**src/rtl/glyph_string_draw.sv**
```systemverilog
// rtl/glyph_string_draw.sv - erase-then-draw glyph string renderer for the VGA pixel port
// Optional SKIP_BLANK_EN: all-zero glyphs are stepped over in one cycle.
module glyph_string_draw #(
  parameter int GLYPH_W    = 12,
  parameter int GLYPH_H    = 12,
  parameter int NUM_GLYPHS = 3,
  parameter int X_W        = 8,
  parameter int Y_W        = 7,
  parameter int COLOUR_W   = 3
) (
  input  logic                                    clk,
  input  logic                                    reset,
  input  logic                                    start,
  input  logic [NUM_GLYPHS*GLYPH_W*GLYPH_H-1:0]   glyphs,
  input  logic [X_W-1:0]                          x,
  input  logic [Y_W-1:0]                          y,
  input  logic [COLOUR_W-1:0]                     colour_in,
  output logic [X_W-1:0]                          x_out,
  output logic [Y_W-1:0]                          y_out,
  output logic [COLOUR_W-1:0]                     colour,
  output logic                                    writeEn,
  output logic                                    busy,
  output logic                                    done
);

  localparam int P     = GLYPH_W * GLYPH_H;
  localparam int BITS  = NUM_GLYPHS * P;
  localparam int G_W   = (NUM_GLYPHS > 1) ? $clog2(NUM_GLYPHS) : 1;
  localparam int PIX_W = (P > 1) ? $clog2(P) : 1;
  localparam int ROW_W = (GLYPH_H > 1) ? $clog2(GLYPH_H) : 1;
  localparam int COL_W = (GLYPH_W > 1) ? $clog2(GLYPH_W) : 1;

  typedef enum logic [1:0] {S_IDLE, S_CLEAR, S_DRAW, S_DONE} state_t;
  state_t r_state, w_next;

  logic [BITS-1:0]     r_new_bits, r_old_bits;
  logic [X_W-1:0]      r_new_x, r_old_x;
  logic [Y_W-1:0]      r_new_y, r_old_y;
  logic [COLOUR_W-1:0] r_new_colour;
  logic                r_drawn_valid;

  logic [G_W-1:0]      r_g;
  logic [PIX_W-1:0]    r_pix;
  logic [ROW_W-1:0]    r_row;
  logic [COL_W-1:0]    r_col;

  logic [X_W-1:0]      r_x_out;
  logic [Y_W-1:0]      r_y_out;
  logic [COLOUR_W-1:0] r_colour;
  logic                r_we, r_busy, r_done;

  logic [BITS-1:0]     w_bits;
  logic [P-1:0]        w_glyph;
  logic [X_W-1:0]      w_ox, w_x;
  logic [Y_W-1:0]      w_oy, w_y;
  logic [COLOUR_W-1:0] w_pcolour;
  logic                w_bit, w_active, w_glyph_end, w_pass_end;
  logic                w_we_d, w_busy_d, w_done_d;

  // The CLEAR pass replays the previous string from the old shadow in colour 0.
  always_comb begin
    w_bits    = (r_state == S_CLEAR) ? r_old_bits : r_new_bits;
    w_ox      = (r_state == S_CLEAR) ? r_old_x    : r_new_x;
    w_oy      = (r_state == S_CLEAR) ? r_old_y    : r_new_y;
    w_pcolour = (r_state == S_CLEAR) ? '0         : r_new_colour;
    w_glyph   = '0;
    for (int g = 0; g < NUM_GLYPHS; g++) begin
      if (r_g == G_W'(g)) w_glyph = w_bits[g*P +: P];
    end
    w_bit    = w_glyph[PIX_W'(P-1) - r_pix];
    w_x      = w_ox + X_W'(r_g * GLYPH_W) + X_W'(r_col);
    w_y      = w_oy + Y_W'(r_row);
    w_active = (r_state == S_CLEAR) || (r_state == S_DRAW);
`ifdef SKIP_BLANK_EN
    w_glyph_end = (r_pix == PIX_W'(P-1)) || ~|w_glyph;
`else
    w_glyph_end = (r_pix == PIX_W'(P-1));
`endif
    w_pass_end = w_glyph_end && (r_g == G_W'(NUM_GLYPHS-1));
  end

  always_comb begin
    w_next   = r_state;
    w_we_d   = 1'b0;
    w_busy_d = 1'b0;
    w_done_d = 1'b0;
    case (r_state)
      S_IDLE: begin
        if (start) w_next = r_drawn_valid ? S_CLEAR : S_DRAW;
      end
      S_CLEAR: begin
        w_we_d   = w_bit;
        w_busy_d = 1'b1;
        if (w_pass_end) w_next = S_DRAW;
      end
      S_DRAW: begin
        w_we_d   = w_bit;
        w_busy_d = 1'b1;
        if (w_pass_end) w_next = S_DONE;
      end
      S_DONE: begin
        w_done_d = 1'b1;
        w_next   = S_IDLE;
      end
      default: w_next = S_IDLE;
    endcase
  end

  always_ff @(posedge clk) begin
    if (reset) r_state <= S_IDLE;
    else       r_state <= w_next;
  end

  always_ff @(posedge clk) begin
    if (reset) begin
      r_x_out       <= '0;
      r_y_out       <= '0;
      r_colour      <= '0;
      r_we          <= 1'b0;
      r_busy        <= 1'b0;
      r_done        <= 1'b0;
      r_drawn_valid <= 1'b0;
      r_g           <= '0;
      r_pix         <= '0;
      r_row         <= '0;
      r_col         <= '0;
    end else begin
      r_we   <= w_we_d;
      r_busy <= w_busy_d;
      r_done <= w_done_d;
      if (w_active) begin
        r_x_out  <= w_x;
        r_y_out  <= w_y;
        r_colour <= w_pcolour;
      end
      if (r_state == S_IDLE && start) begin
        r_new_bits   <= glyphs;
        r_new_x      <= x;
        r_new_y      <= y;
        r_new_colour <= colour_in;
      end
      if (r_state == S_DRAW && w_pass_end) begin
        r_old_bits    <= r_new_bits;
        r_old_x       <= r_new_x;
        r_old_y       <= r_new_y;
        r_drawn_valid <= 1'b1;
      end
      // Scan counters: column fastest, then row, then glyph.
      if (w_active && !w_glyph_end) begin
        r_pix <= r_pix + 1'b1;
        if (r_col == COL_W'(GLYPH_W-1)) begin
          r_col <= '0;
          r_row <= r_row + 1'b1;
        end else begin
          r_col <= r_col + 1'b1;
        end
      end else begin
        r_pix <= '0;
        r_row <= '0;
        r_col <= '0;
        if (w_active && !w_pass_end) r_g <= r_g + 1'b1;
        else                         r_g <= '0;
      end
    end
  end

  assign x_out   = r_x_out;
  assign y_out   = r_y_out;
  assign colour  = r_colour;
  assign writeEn = r_we;
  assign busy    = r_busy;
  assign done    = r_done;

endmodule

```
**config.mk**
```make
export PLATFORM = sky130hd
export DESIGN_NAME = glyph_string_draw
export DESIGN_NICKNAME = d
export VERILOG_FILES = /design/src/rtl/glyph_string_draw.sv
export SDC_FILE = /design/constraint.sdc
export NUM_CORES = 1
export LEC_CHECK = 0
export ABC_CLOCK_PERIOD_IN_PS = 19300
export CAP_MARGIN = 20
export CORE_UTILIZATION = 55
export CTS_CLUSTER_DIAMETER = 100
export DETAILED_ROUTE_END_ITERATION = 7
export HOLD_SLACK_MARGIN = 0.08
export PLACE_DENSITY = 0.88
export SETUP_SLACK_MARGIN = 0.5
export SYNTH_ARGS = -nofsm -noshare
export SYNTH_HDL_FRONTEND = slang
export SYNTH_SLANG_ARGS = --single-unit
```
**constraint.sdc**
```tcl
create_clock -name clk -period 19.3 [get_ports clk]
set_input_delay 3.86 -clock clk [delete_from_list [all_inputs] [get_ports clk]]
set_output_delay 3.86 -clock clk [all_outputs]
set_load 0.02 [all_outputs]
```
==> flow_metrics.env <==
export IMPL_placement_setup_worst_slack_ps=10350
export IMPL_synthesis_instances=2044
export IMPL_ys_top_cells_by_area="sky130_fd_sc_hd__edfxtp_1, sky130_fd_sc_hd__mux2i_1, sky130_fd_sc_hd__mux4_2"
export IMPL_synth_top_area_frac=0.725
export IMPL_crit_required_ps=19580
export IMPL_fill_cells=3997
export IMPL_clock_sinks=939
export IMPL_power_per_cell_area_mw_per_mm2=125
export IMPL_number_of_antenna_violations_at_the_first_check_in_global_routing=9
export IMPL_path_class="input port to flop"
export IMPL_first_pass_grt_wire_length_um=147000
export IMPL_area_delta_synth_final_pct=23.2
export IMPL_numPlacedInstances=3279
export IMPL_run_status="finished clean"
export IMPL_count_of_pins_on_the_block_boundary=474
export IMPL_synthArstFlopShare=0
export IMPL_worst_hold_path_type="flop to flop"
export IMPL_core_rowCount=94
export IMPL_cts_buffer_depth=3
export IMPL_via_count=22500
export IMPL_syn_nets=2530
export IMPL_fp_dieH_um=262
export IMPL_setup_ws_ps=10940
export IMPL_clkSlewWorstSetupHoldPaths_ps=60
export IMPL_post_cts_setup_buffers=0
export IMPL_clock_fmax_mhz=120
export IMPL_drt_wirelength_per_cell_um=29.9
export IMPL_hold_viol=0
export IMPL_drt_iter0_drc=2679
export IMPL_fp_dieArea_mm2=0.0686
export IMPL_vias_in_the_first_global_route=22800
export IMPL_drc_violation_count_after_routing=0
export IMPL_globalRoute_totalOverflow=0
export IMPL_timing_critical_path_from_type="input port"
export IMPL_synth_cell_types=76
export IMPL_drive_gt1_frac=0.110
export IMPL_post_synthesis_cell_area_mm2=0.0372
export IMPL_nNetsFinal=3001
export IMPL_most_common_cell_in_the_synthesized_netlist="sky130_fd_sc_hd__edfxtp_1"
export IMPL_drv_max_cap_violation_count=0
export IMPL_post_cts_resize_count=0
export IMPL_wl_um=103000
export IMPL_p_leak_nw=14.7
export IMPL_timing_clock_skew_ps=22.6
export IMPL_fp_coreArea_mm2=0.0663
export IMPL_worstMarginPinSlew_ps=1100
export IMPL_tritoncts_clock_tree="yes"
export IMPL_maxSlewHeadroom=0.266
export IMPL_final_max_slew_violation_count=0
export IMPL_h_tree_depth=3
export IMPL_worstPathMaxFanout=78
export IMPL_finalCriticalPeriod_ps=8360
export IMPL_pin_count_of_the_biggest_net_entering_global_routing=135
export IMPL_synth_sequential_area_ratio=0.747
export IMPL_postSynthRegisterBits=939
export IMPL_dp_hpwl_um=67500
export IMPL_synth_xor_area_frac=0.00519
export IMPL_cts_hold_repair_buffers=0
export IMPL_dr_pass1_iters=6
export IMPL_route_detailed_vias_per_inst=6.50
export IMPL_synth_largest_area_cell="sky130_fd_sc_hd__edfxtp_1"
export IMPL_timing_critical_path_to_type="flop"
export IMPL_route_antenna_remaining_nets=0
export IMPL_final_cycle_share=0.433
export IMPL_synth_compound_area_share=0.0767
export IMPL_numPortBuffers=473
export IMPL_muxShareOfSynthArea=0.106
export IMPL_setup_violations=0
export IMPL_rsz0062_at_grt="no"
export IMPL_clk_root_buffer_cell="sky130_fd_sc_hd__clkbuf_16"
export IMPL_clk_insertion_delay_late_ps=660
export IMPL_vdd_drop_max_uv=91.5
export IMPL_final_setup_tns_ps=0
export IMPL_ys_warnings_count=0
export IMPL_synth_top_flop_cell="sky130_fd_sc_hd__edfxtp_1"
export IMPL_timing_reg2reg_setup_slack_ps=13760
export IMPL_floorplan_initialDensity=0.560
export IMPL_combined_global_route_utilization_of_all_metal_layers=0.298
export IMPL_clock_buffer_count_from_cts=93
export IMPL_place_gp_congestion=0.860
export IMPL_synth_fa_ha_area_frac=0.0119
export IMPL_synth_edff_count=897
export IMPL_avgSynthCellArea_um2=18.2
export IMPL_synth_simple_area_share=0.0278
export IMPL_finish_cell_count_without_fillers=3458
export IMPL_netlist_top_cells_count="sky130_fd_sc_hd__edfxtp_1, sky130_fd_sc_hd__mux2i_1, sky130_fd_sc_hd__a221oi_1"
export IMPL_synth_top_family_by_area="multiplexers"
export IMPL_die_width_um=262
export IMPL_cp_data_arrival_time_ps=8640
## through the flow
step,power [W],util,hold WS [ps],instance area [µm²]
after global placement,0.00378,0.640,427,42500
after floorplan,0.00348,-,419,37200
after CTS,0.00571,0.688,443,45600
final,0.00570,0.690,443,45800
after detailed placement,0.00383,0.640,433,42500
after global routing,0.00587,0.690,445,45800
## sequential cells by signal (all words and copies together), names as in the netlist, 3 cells and up
signal        cells
colour            3
r_new_y           7
r_new_colour      3
r_new_bits      432
r_old_x           8
r_col             4
r_old_bits      432
r_new_x           8
y_out             7
r_row             4
r_old_y           7
r_pix             8
x_out             8
## area by class of cell
class	count	area [µm²]	share of cell area
sequential	939	27800	0.607
multi-input combinational	942	8490	0.186
timing repair buffer	512	5140	0.112
clock buffer	107	2400	0.0525
tap	864	1080	0.0236
clock inverter	64	751	0.0164
inverter	27	103	0.00224
antenna	3	7.51	0.000164
## report_power, final
| group | total, W | switching, W | internal, W |
|---|---|---|---|
| clock | 0.00189 | 0.000787 | 0.00110 |
| combinational | 0.00127 | 0.000717 | 0.000556 |
| sequential | 0.00254 | 0.000107 | 0.00244 |
## cell usage in the layout (no fill, tap or decap), types with 7 or more instances in the layout
cell type	count
sky130_fd_sc_hd__a211oi_1	18
sky130_fd_sc_hd__a21o_1	7
sky130_fd_sc_hd__a21oi_1	34
sky130_fd_sc_hd__a221oi_1	89
sky130_fd_sc_hd__a22oi_1	33
sky130_fd_sc_hd__a31oi_1	12
sky130_fd_sc_hd__buf_4	32
sky130_fd_sc_hd__bufinv_16	15
sky130_fd_sc_hd__clkbuf_1	13
sky130_fd_sc_hd__clkbuf_16	94
sky130_fd_sc_hd__clkdlybuf4s50_1	473
sky130_fd_sc_hd__clkinv_1	23
sky130_fd_sc_hd__clkinv_2	16
sky130_fd_sc_hd__dfxtp_1	39
sky130_fd_sc_hd__edfxtp_1	897
sky130_fd_sc_hd__ha_1	27
sky130_fd_sc_hd__inv_1	24
sky130_fd_sc_hd__mux2_2	25
sky130_fd_sc_hd__mux2i_1	205
sky130_fd_sc_hd__mux4_2	70
sky130_fd_sc_hd__nand2_1	48
sky130_fd_sc_hd__nand2b_1	10
sky130_fd_sc_hd__nand3_1	11
sky130_fd_sc_hd__nand3b_1	8
sky130_fd_sc_hd__nor2_1	70
sky130_fd_sc_hd__nor2b_1	8
sky130_fd_sc_hd__nor3_1	16
sky130_fd_sc_hd__nor4_1	10
sky130_fd_sc_hd__o21ai_0	23
sky130_fd_sc_hd__o221ai_1	32
sky130_fd_sc_hd__o22ai_1	51
sky130_fd_sc_hd__o31ai_1	7
sky130_fd_sc_hd__xnor2_1	17
## worst max-delay path, stage by stage
cell                              delay (ps)
sky130_fd_sc_hd__clkdlybuf4s50_1         850
sky130_fd_sc_hd__inv_1                   320
sky130_fd_sc_hd__and4_4                  920
sky130_fd_sc_hd__buf_4                   720
sky130_fd_sc_hd__buf_4                   910
sky130_fd_sc_hd__buf_4                   850
## cell families after synthesis
logic type / Yosys count
compound gates: 373
xor+xnor: 22
fa+ha+maj: 33
buf+inv: 163
flops: 939
mux: 301
simple gates: 213
## metal layers
metal / GRT usage / up-vias / wire (µm)
li1: - / 9342 / -
met1: 0.390 / 11300 / 38100
met2: 0.484 / 1576 / 50600
met3: 0.0557 / 287 / 9570
met4: 0.143 / 8 / 5140
met5: 0 / - / 34
## final timing paths
check,startpoint,endpoint,cells past startpoint
worst max-delay path,reset,r_old_bits[48]$_DFFE_PP_,6
worst min-delay path,r_new_bits[312]$_DFFE_PP_,r_old_bits[312]$_DFFE_PP_,0
worst max register to register,r_pix[0]$_SDFF_PP0_,r_old_bits[48]$_DFFE_PP_,7
worst min register to register,r_new_bits[312]$_DFFE_PP_,r_old_bits[312]$_DFFE_PP_,0
Note: power is estimated with default switching activity, not from simulation.
